==> config.mk <==
export PLATFORM = sky130hd
export DESIGN_NAME = sprite_line_scheduler
export DESIGN_NICKNAME = d
export VERILOG_FILES = /design/src/rtl/sprite_line_scheduler_pkg.sv /design/src/rtl/sprite_attr_table.sv /design/src/rtl/sprite_line_scheduler.sv
export SDC_FILE = /design/constraint.sdc
export NUM_CORES = 1
export LEC_CHECK = 0
export CAP_MARGIN = 30
export CORE_UTILIZATION = 61
export DETAILED_ROUTE_END_ITERATION = 16
export PLACE_DENSITY = 0.92
export SYNTH_ARGS = -nofsm -noshare
export SYNTH_HDL_FRONTEND = slang
export SYNTH_SLANG_ARGS = --single-unit
export TNS_END_PERCENT = 100
==> constraint.sdc <==
create_clock -name clock -period 5.39 [get_ports clock]
set_clock_uncertainty 0.1 [all_clocks]
set_input_delay 0.539 -clock clock [delete_from_list [all_inputs] [get_ports clock]]
set_output_delay 0.539 -clock clock [all_outputs]
set_load 0.01 [all_outputs]
==> src/rtl/sprite_line_scheduler_pkg.sv <==
// Shared definitions for the multi-sprite line scheduler: FSM state and
// attribute field encodings, default geometry, the sprite attribute record
// and small slot-mask helpers.
package sprite_line_scheduler_pkg;

  // Hardware slot count; the scheduler may scan fewer via NUM_SPRITES.
  localparam int MAX_SPRITES      = 8;
  localparam int NUM_SPRITES_DEF  = 8;
  localparam int LR_DEPTH_DEF     = 256;
  localparam int H_ACTIVE_DEF     = 640;

  typedef enum logic [2:0] {
    ST_IDLE  = 3'd0,
    ST_CLEAR = 3'd1,
    ST_SCAN  = 3'd2,
    ST_FETCH = 3'd3,
    ST_DONE  = 3'd4
  } state_e;

  typedef enum logic [1:0] {
    FIELD_NUM = 2'd0,
    FIELD_X   = 2'd1,
    FIELD_Y   = 2'd2,
    FIELD_EN  = 2'd3
  } attr_field_e;

  typedef struct packed {
    logic [5:0] num;
    logic [9:0] x;
    logic [9:0] y;
    logic       en;
  } sprite_attr_t;

  typedef logic [MAX_SPRITES-1:0] slot_mask_t;

  typedef struct packed {
    logic       valid;
    logic [2:0] idx;
  } slot_pick_t;

  // Highest set bit of a slot mask; valid is clear when the mask is empty.
  function automatic slot_pick_t highest_slot(input slot_mask_t mask);
    slot_pick_t pick;
    pick = '0;
    for (int i = 0; i < MAX_SPRITES; i++) begin
      if (mask[i]) begin
        pick.valid = 1'b1;
        pick.idx   = 3'(i);
      end
    end
    return pick;
  endfunction

  // Number of set bits in a slot mask (0..8).
  function automatic logic [3:0] count_hits(input slot_mask_t mask);
    logic [3:0] n;
    n = '0;
    for (int i = 0; i < MAX_SPRITES; i++) begin
      if (mask[i]) n = n + 4'd1;
    end
    return n;
  endfunction

endpackage

==> src/rtl/sprite_attr_table.sv <==
// Sprite attribute register file: one CPU write port that updates a single
// field of one slot, and one combinational indexed read port returning the
// whole record for the scheduler.
module sprite_attr_table
  import sprite_line_scheduler_pkg::*;
(
  input  logic         clock,
  input  logic         reset,
  input  logic         write_i,
  input  logic [2:0]   write_index_i,
  input  logic [1:0]   write_field_i,
  input  logic [9:0]   write_data_i,
  input  logic [2:0]   read_index_i,
  output sprite_attr_t read_attr_o
);

  sprite_attr_t table_q [MAX_SPRITES];

  // Field-wise table update; reset clears every slot, disabling all sprites.
  // NOTE: this storage is reset deliberately because a cleared, all-disabled
  // table is part of the block's defined reset state; a plain data RAM would
  // be left unreset.
  always_ff @(posedge clock) begin
    if (!reset) begin
      for (int i = 0; i < MAX_SPRITES; i++) begin
        table_q[i] <= '0;
      end
    end else if (write_i) begin
      case (attr_field_e'(write_field_i))
        FIELD_NUM: table_q[write_index_i].num <= write_data_i[5:0];
        FIELD_X:   table_q[write_index_i].x   <= write_data_i;
        FIELD_Y:   table_q[write_index_i].y   <= write_data_i;
        FIELD_EN:  table_q[write_index_i].en  <= write_data_i[0];
        default:   ;
      endcase
    end
  end

  assign read_attr_o = table_q[read_index_i];

endmodule

==> src/rtl/sprite_line_scheduler.sv <==
// Multi-sprite line renderer. On each line_start it clears the back bank of
// the ping-pong line RAM, scans the attribute table for sprites crossing the
// requested row, then streams each hit sprite's eight ROM pixels into the
// bank, lowest slot last so slot 0 wins overlaps.
module sprite_line_scheduler
  import sprite_line_scheduler_pkg::*;
#(
  parameter int NUM_SPRITES = NUM_SPRITES_DEF,
  parameter int LR_DEPTH    = LR_DEPTH_DEF,
  parameter int H_ACTIVE    = H_ACTIVE_DEF
) (
  input  logic       clock,
  input  logic       reset,
  input  logic       line_start,
  input  logic [9:0] next_row,
  input  logic       attr_write,
  input  logic [2:0] attr_index,
  input  logic [1:0] attr_field,
  input  logic [9:0] attr_data,
  output logic [5:0] rom_sprite_num,
  output logic [2:0] rom_row,
  output logic [2:0] rom_col,
  input  logic [1:0] rom_pixel,
  output logic       lr_write,
  output logic [8:0] lr_addr,
  output logic [1:0] lr_data,
  output logic       busy,
  output logic       overrun,
  output logic [3:0] hit_count
);

  localparam logic [7:0] CLEAR_LAST  = 8'(LR_DEPTH - 1);
  localparam logic [2:0] SLOT_LAST   = 3'(NUM_SPRITES - 1);
  localparam slot_mask_t ACTIVE_MASK = slot_mask_t'((1 << NUM_SPRITES) - 1);

  state_e     state_q, state_d;
  logic [9:0] row_q, row_d;           // row being rendered; bit 1 selects the bank
  logic [7:0] clr_q, clr_d;           // CLEAR entry counter
  logic [2:0] slot_q, slot_d;         // SCAN slot counter
  logic [2:0] fslot_q, fslot_d;       // slot currently being fetched
  logic [2:0] k_q, k_d;               // pixel column within the sprite
  slot_mask_t hit_q, hit_d;
  logic [2:0] row_lat_q [MAX_SPRITES];
  logic [2:0] row_lat_d [MAX_SPRITES];
  logic       pend_q, pend_d;         // a ROM read is returning this cycle
  logic       on_q, on_d;             // that pixel lands on screen
  logic [8:0] paddr_q, paddr_d;       // line RAM address for that pixel
  logic       overrun_q, overrun_d;
  logic [3:0] hits_q, hits_d;

  sprite_attr_t attr;
  logic [2:0]   rd_index;
  logic [9:0]   dy;
  logic         scan_hit;
  logic [10:0]  pix_col;
  slot_mask_t   lower_mask;
  slot_pick_t   pick;
  logic         clearing;
  logic         fetching;
  logic         fetch_write;

  sprite_attr_table u_table (
    .clock         (clock),
    .reset         (reset),
    .write_i       (attr_write),
    .write_index_i (attr_index),
    .write_field_i (attr_field),
    .write_data_i  (attr_data),
    .read_index_i  (rd_index),
    .read_attr_o   (attr)
  );

  assign clearing   = (state_q == ST_CLEAR);
  assign fetching   = (state_q == ST_FETCH);
  assign rd_index   = (state_q == ST_SCAN) ? slot_q : fslot_q;
  assign dy         = row_q - attr.y;
  assign scan_hit   = attr.en && (dy < 10'd16);
  assign pix_col    = {1'b0, attr.x} + {7'd0, k_q, 1'b0};
  assign lower_mask = slot_mask_t'((9'd1 << fslot_q) - 9'd1);

  // Next-state logic for the FSM, counters, hit mask and ROM-return pipe.
  // NOTE: every _d gets a default before the case so no path can leave a
  // variable unassigned and infer a latch.
  always_comb begin
    state_d   = state_q;
    row_d     = row_q;
    clr_d     = clr_q;
    slot_d    = slot_q;
    fslot_d   = fslot_q;
    k_d       = k_q;
    hit_d     = hit_q;
    row_lat_d = row_lat_q;
    pend_d    = 1'b0;
    on_d      = 1'b0;
    paddr_d   = '0;
    overrun_d = overrun_q;
    hits_d    = hits_q;
    pick      = '0;

    case (state_q)
      ST_IDLE: ;
      ST_CLEAR: begin
        clr_d = clr_q + 8'd1;
        if (clr_q == CLEAR_LAST) begin
          state_d = ST_SCAN;
          slot_d  = '0;
        end
      end
      ST_SCAN: begin
        hit_d[slot_q]     = scan_hit;
        row_lat_d[slot_q] = dy[3:1];
        slot_d            = slot_q + 3'd1;
        if (slot_q == SLOT_LAST) begin
          pick = highest_slot(hit_d & ACTIVE_MASK);
          if (pick.valid) begin
            state_d = ST_FETCH;
            fslot_d = pick.idx;
            k_d     = '0;
          end else begin
            state_d = ST_DONE;
          end
        end
      end
      ST_FETCH: begin
        pend_d  = 1'b1;
        on_d    = (pix_col < 11'(H_ACTIVE));
        paddr_d = {row_q[1], pix_col[8:1]};
        k_d     = k_q + 3'd1;
        if (k_q == 3'd7) begin
          pick = highest_slot(hit_q & lower_mask);
          if (pick.valid) fslot_d = pick.idx;
          else            state_d = ST_DONE;
        end
      end
      ST_DONE: begin
        hits_d  = count_hits(hit_q);
        state_d = ST_IDLE;
      end
      default: state_d = ST_IDLE;
    endcase

    // A new line always wins: abort whatever is in flight, including the
    // pending ROM return, so nothing more reaches the old row.
    if (line_start) begin
      state_d = ST_CLEAR;
      row_d   = next_row;
      clr_d   = '0;
      hit_d   = '0;
      k_d     = '0;
      pend_d  = 1'b0;
      if (state_q != ST_IDLE) overrun_d = 1'b1;
    end
  end

  // State and datapath registers with synchronous active-low reset.
  // NOTE: sequential state uses non-blocking assignments so every register
  // samples the pre-edge values regardless of statement order.
  always_ff @(posedge clock) begin
    if (!reset) begin
      state_q   <= ST_IDLE;
      row_q     <= '0;
      clr_q     <= '0;
      slot_q    <= '0;
      fslot_q   <= '0;
      k_q       <= '0;
      hit_q     <= '0;
      for (int i = 0; i < MAX_SPRITES; i++) row_lat_q[i] <= '0;
      pend_q    <= 1'b0;
      on_q      <= 1'b0;
      paddr_q   <= '0;
      overrun_q <= 1'b0;
      hits_q    <= '0;
    end else begin
      state_q   <= state_d;
      row_q     <= row_d;
      clr_q     <= clr_d;
      slot_q    <= slot_d;
      fslot_q   <= fslot_d;
      k_q       <= k_d;
      hit_q     <= hit_d;
      row_lat_q <= row_lat_d;
      pend_q    <= pend_d;
      on_q      <= on_d;
      paddr_q   <= paddr_d;
      overrun_q <= overrun_d;
      hits_q    <= hits_d;
    end
  end

  // ROM address is only driven while fetching so idle outputs stay at zero.
  assign rom_sprite_num = fetching ? attr.num : '0;
  assign rom_row        = fetching ? row_lat_q[fslot_q] : '0;
  assign rom_col        = fetching ? k_q : '0;

  // The ROM pixel arrives one cycle after its address; transparent and
  // off-screen pixels are dropped.
  assign fetch_write = pend_q && on_q && (rom_pixel != 2'b00);
  assign lr_write    = clearing || fetch_write;
  assign lr_addr     = clearing    ? {row_q[1], clr_q} :
                       fetch_write ? paddr_q : '0;
  assign lr_data     = fetch_write ? rom_pixel : '0;

  assign busy      = (state_q != ST_IDLE);
  assign overrun   = overrun_q;
  assign hit_count = hits_q;

endmodule

==> reports/summary.log, run 1 <==
[run_status] outcome finished, final reports clean
[sta] RSZ-0062 raised after global routing false
[global_route] via count of the first global-routing pass 9883
[floorplan] starting density of the core 62.15%
[cts] sink count of the clock tree 286
[setup_path] Critical path origin state_q[1]
[placement] HPWL reported at the end of detailed placement 22910 um
[setup_path] Critical Path End Type register
[cts] insertion delay to the later sink of the worst-skew pair 0.57 ns
[floorplan] IO Count 61
[sta] maximum clock rate 202.8 MHz
[placement] last weighted congestion value of the routability-driven placer 0.9059
[logic_synthesis] number of synthesized flops with an enable pin 208
[power_and_ir_drop] reported net switching power 1.102 mW
[logic_synthesis] dominant cells by area after synthesis sky130_fd_sc_hd__edfxtp_1 (43%), sky130_fd_sc_hd__dfxtp_1 (11%), sky130_fd_sc_hd__and2_1 (8.6%)
[worst_hold_path] startpoint of the most critical hold path row_lat_q[8]
[power_and_ir_drop] IR Drop Worst-Case VDD 0.2747 mV
[setup_path] critical path data required time 5.74 ns
[logic_synthesis] post-synthesis async set-or-reset flop share 0%
[setup_path] register-to-register path setup slack 0.46 ns
[cts] buffer type at the clock tree root sky130_fd_sc_hd__clkbuf_16
[drt] DR iter-0 viols 947
[placement] total of buffers placed on input and output ports 60
[sta] Final period util 91.48%
[cts] TritonCTS clock tree yes
[worst_hold_path] path class of the lowest-slack min-delay path reg2reg
[finish] Area Growth Syn to Fin 13.79%
[placement] Placed Cells 1545
[finish] layout net count 1315
[cts] number of H-tree levels 1
[power_and_ir_drop] Power per Cell Area 302.1 mW/mm^2
[floorplan] area of the core region 0.02347 mm^2
[drt] metal1 wirelength 13230 um
[logic_synthesis] Yosys Warn Count 0
[drt] Detailed Routing Iterations Pass 1 5
[sta] Max-slew headroom 29.10%
[sta] Fin. Hold Viols 0
[logic_synthesis] synthesized net count 1270
[logic_synthesis] Post-Synthesis Cell Area 0.01459 mm^2
[run] number of maximum-capacitance constraint violations 0
[global_route] GR Overflow Total 0
[drt] vias post-DR 9974
[power_and_ir_drop] Sw Share 21.98%
[finish] count of non-filler cells in the finished layout 1601
[power_and_ir_drop] internal power 3.912 mW
[floorplan] Die Ht 156.7 um
[global_route] antenna violations before repair 0
[cts] total clock buffers created by CTS 29
[sta] final critical-path required period 4.931 ns
[setup_path] kind of start point of the critical path register
[setup_path] worst endpoint data arrival time 5.28 ns
[logic_synthesis] gate count of the mapped netlist 1214
[cts] clock buffer depth 3
[setup_path] endpoint of the lowest-slack register-to-register path k_q[2]
[floorplan] Site Rows 56
[drt] DR WL/cell 21.78 um
[drt] total wire length 34860 um
[global_route] GRT Util Overall 29.47%
[sta] fin. max-slew vios 0
[setup_path] reg-to-reg critical path startpoint state_q[1]
[power_and_ir_drop] leakage component of the power 6.054 nW
[drt] met2 WL post-DR 17720 um
[sta] slew at the pin with the worst max-slew slack 1.060 ns
[logic_synthesis] post-synthesis sequential area ratio 53.52%
[finish] n_diodes 0
[power_and_ir_drop] share of total power in combinational logic 6.0%
[power_and_ir_drop] power share of the sequential group 49.6%
[power_and_ir_drop] part of the power in the clock network 44.4%
[setup_path] classification of the worst setup path reg2reg
[logic_synthesis] most frequently used flop master after synthesis sky130_fd_sc_hd__edfxtp_1
[global_route] pin count of the biggest net entering global routing 46
[power_and_ir_drop] Overall Power 5.014 mW
[drt] remaining routing DRC violations 0
[floorplan] floorplan die area 0.02454 mm^2
[drt] uppermost layer routed met4
[floorplan] die width 156.7 um
[setup_path] largest fanout on the critical path 19
[logic_synthesis] post-synth top area share 42.81%
[cts] clock transition time at the flip-flop clock pins of the worst setup and hold paths 0.06 ns
[setup_path] count of cells along the worst register-to-register path 17
[drt] post-DR vias/cell 6.230
[drt] antenna viol nets, final 0
[logic_synthesis] Avg Cell Area, Syn 12.02 um^2
[logic_synthesis] number of unique standard cell types used by synthesis 82
[sta] final setup violating endpoints 0
[drt] wire length on met3 2751 um
[finish] layout cell share with drive strength beyond 1 13.57%
[finish] fill cell instance count of the final layout 1517
[logic_synthesis] post-synthesis register bit count 286
[sta] final sum of negative setup slack 0 ns
[logic_synthesis] cell taking the most area after synthesis sky130_fd_sc_hd__edfxtp_1
[cts] number of buffers added to fix hold violations after cts 0
[setup_path] critical path capture point k_q[2]
[global_route] first-pass GRT wire length 54550 um
[sta] hold slack final 0.3567 ns
## power by group through the flow
stage                     registers (mW)  logic, mW  clock network (mW)
after detailed placement            2.53      0.293                   0
after floorplan                     2.51      0.188                   0
final                               2.49      0.300                2.23
after global placement              2.52      0.281                   0
after global routing                2.49      0.322                2.31
after CTS                           2.49      0.296                2.24
## critical path, cell delays in order, from the launching register on
cell and delay, ns:
sky130_fd_sc_hd__dfxtp_1 0.50, sky130_fd_sc_hd__or3b_4 0.52, sky130_fd_sc_hd__mux2_4 0.41, sky130_fd_sc_hd__nor2_1 0.12, sky130_fd_sc_hd__a32oi_1 0.28, sky130_fd_sc_hd__nand2_1 0.16
sky130_fd_sc_hd__fa_1 0.43, sky130_fd_sc_hd__a21o_1 0.22, sky130_fd_sc_hd__a221oi_1 0.34, sky130_fd_sc_hd__mux2i_1 0.12, sky130_fd_sc_hd__nor4_1 0.38, sky130_fd_sc_hd__nand3_1 0.17
sky130_fd_sc_hd__a31oi_1 0.17, sky130_fd_sc_hd__mux2_4 0.19, sky130_fd_sc_hd__nand2_2 0.09, sky130_fd_sc_hd__nand2_1 0.15, sky130_fd_sc_hd__a31oi_1 0.15, sky130_fd_sc_hd__a32o_1 0.31
## worst min-delay path by stage
stage,to,cells past startpoint
after floorplan,row_lat_q[20],2
after global placement,row_lat_q[20],2
after detailed placement,row_lat_q[8],2
after CTS,row_lat_q[8],2
after global routing,row_lat_q[11],2
final,row_lat_q[8],2
## synth_stat cells, types with 4 or more instances
cell	n
sky130_fd_sc_hd__nand3b_1	4
sky130_fd_sc_hd__buf_6	4
sky130_fd_sc_hd__clkbuf_1	67
sky130_fd_sc_hd__and3_1	12
sky130_fd_sc_hd__buf_1	5
sky130_fd_sc_hd__nor3b_1	6
sky130_fd_sc_hd__nand4_1	5
sky130_fd_sc_hd__a21boi_0	9
sky130_fd_sc_hd__and2_1	201
sky130_fd_sc_hd__nand2b_1	7
sky130_fd_sc_hd__inv_1	11
sky130_fd_sc_hd__mux4_2	53
sky130_fd_sc_hd__o21a_1	4
sky130_fd_sc_hd__a21oi_1	39
sky130_fd_sc_hd__dfxtp_1	78
sky130_fd_sc_hd__or3_1	8
sky130_fd_sc_hd__a32oi_1	4
sky130_fd_sc_hd__o211a_1	4
sky130_fd_sc_hd__nor3_1	9
sky130_fd_sc_hd__nor2b_1	27
sky130_fd_sc_hd__mux2i_1	57
sky130_fd_sc_hd__edfxtp_1	208
sky130_fd_sc_hd__nand3_1	30
sky130_fd_sc_hd__xor2_1	14
sky130_fd_sc_hd__nand2_1	73
sky130_fd_sc_hd__nor2_1	88
sky130_fd_sc_hd__a21o_1	5
sky130_fd_sc_hd__a211oi_1	4
sky130_fd_sc_hd__ha_1	23
sky130_fd_sc_hd__a21boi_1	6
sky130_fd_sc_hd__a22o_1	9
sky130_fd_sc_hd__o21ai_0	45
sky130_fd_sc_hd__a31oi_1	6
sky130_fd_sc_hd__xnor2_1	13
sky130_fd_sc_hd__mux2_2	8
## cell families after synthesis
family                   count (synthesis)  synth area share [%]
AO/OA/AOI/OAI                          171                 8.156
flip-flops                             286                 53.52
AND/OR/NAND/NOR                        487                 18.23
adder cells (fa/ha/maj)                 25                 2.247
multiplexers                           124                 13.35
XOR/XNOR                                29                 1.844
buffers and inverters                   92                 2.650
## cell usage in the layout (no fill, tap or decap), types with 23 or more instances in the layout
master	n
sky130_fd_sc_hd__dfxtp_1	78
sky130_fd_sc_hd__mux2i_1	57
sky130_fd_sc_hd__clkbuf_16	29
sky130_fd_sc_hd__clkdlybuf4s50_1	59
sky130_fd_sc_hd__a21oi_1	39
sky130_fd_sc_hd__o21ai_0	44
sky130_fd_sc_hd__nand2_1	73
sky130_fd_sc_hd__nand3_1	30
sky130_fd_sc_hd__and2_1	201
sky130_fd_sc_hd__mux4_2	53
sky130_fd_sc_hd__nor2b_1	27
sky130_fd_sc_hd__buf_4	34
sky130_fd_sc_hd__ha_1	23
sky130_fd_sc_hd__nor2_1	88
sky130_fd_sc_hd__edfxtp_1	208
## routing by layer
layer	global-route usage (%)	vias up
li1	-	4514
met1	37.16	4879
met2	52.21	497
met3	3.932	84
met5	0	-
met4	10.22	0
## state kept, by name, summed over array words and instances, names as in the netlist
| signal | count |
|---|---|
| fslot_q | 3 |
| pend_q | 1 |
| paddr_q | 9 |
| overrun | 1 |
| u_table.table_q | 208 |
| hit_q | 8 |
| slot_q | 3 |
| row_lat_q | 24 |
| state_q | 3 |
| hit_count | 4 |
| on_q | 1 |
| clr_q | 8 |
| k_q | 3 |
| row_q | 10 |
## final cells by class
type	instances	area, um^2	area share, %
multi-input cells	836	6426	38.71
clock buffers	33	750.7	4.522
repair buffers	95	870.8	5.246
clock inverters	21	305.3	1.839
flip-flops and latches	286	7807	47.03
well taps	319	399.1	2.404
inverters	11	41.29	0.2487
## timing repair
item / CTS / global route
resized for setup: 0 / 1
endpoints found under the setup margin: 0 / 10
buffers inserted: 0 / 2
## stage by stage
stage               cell area (um^2)  utilization [%]  setup slack [ns]
global placement               15510            66.10            0.5012
detailed placement             15510            66.10            0.2684
CTS                            16570            70.60            0.2297
finish                         16600            70.72            0.4594
global route                   16600            70.72           0.08920
floorplan                      14590                -            0.4133
(Power assumes the default switching activity.)
==> inputs of run 2 (changes only) <==
--- a/config.mk
+++ b/config.mk
@@ -9,6 +9,7 @@
 export CORE_UTILIZATION = 61
 export DETAILED_ROUTE_END_ITERATION = 16
 export PLACE_DENSITY = 0.92
+export SKIP_CTS_REPAIR_TIMING = 1
 export SYNTH_ARGS = -nofsm -noshare
 export SYNTH_HDL_FRONTEND = slang
 export SYNTH_SLANG_ARGS = --single-unit
==> results of run 2 <==
Final layout, timing and power as in run 1 (identical DEF).
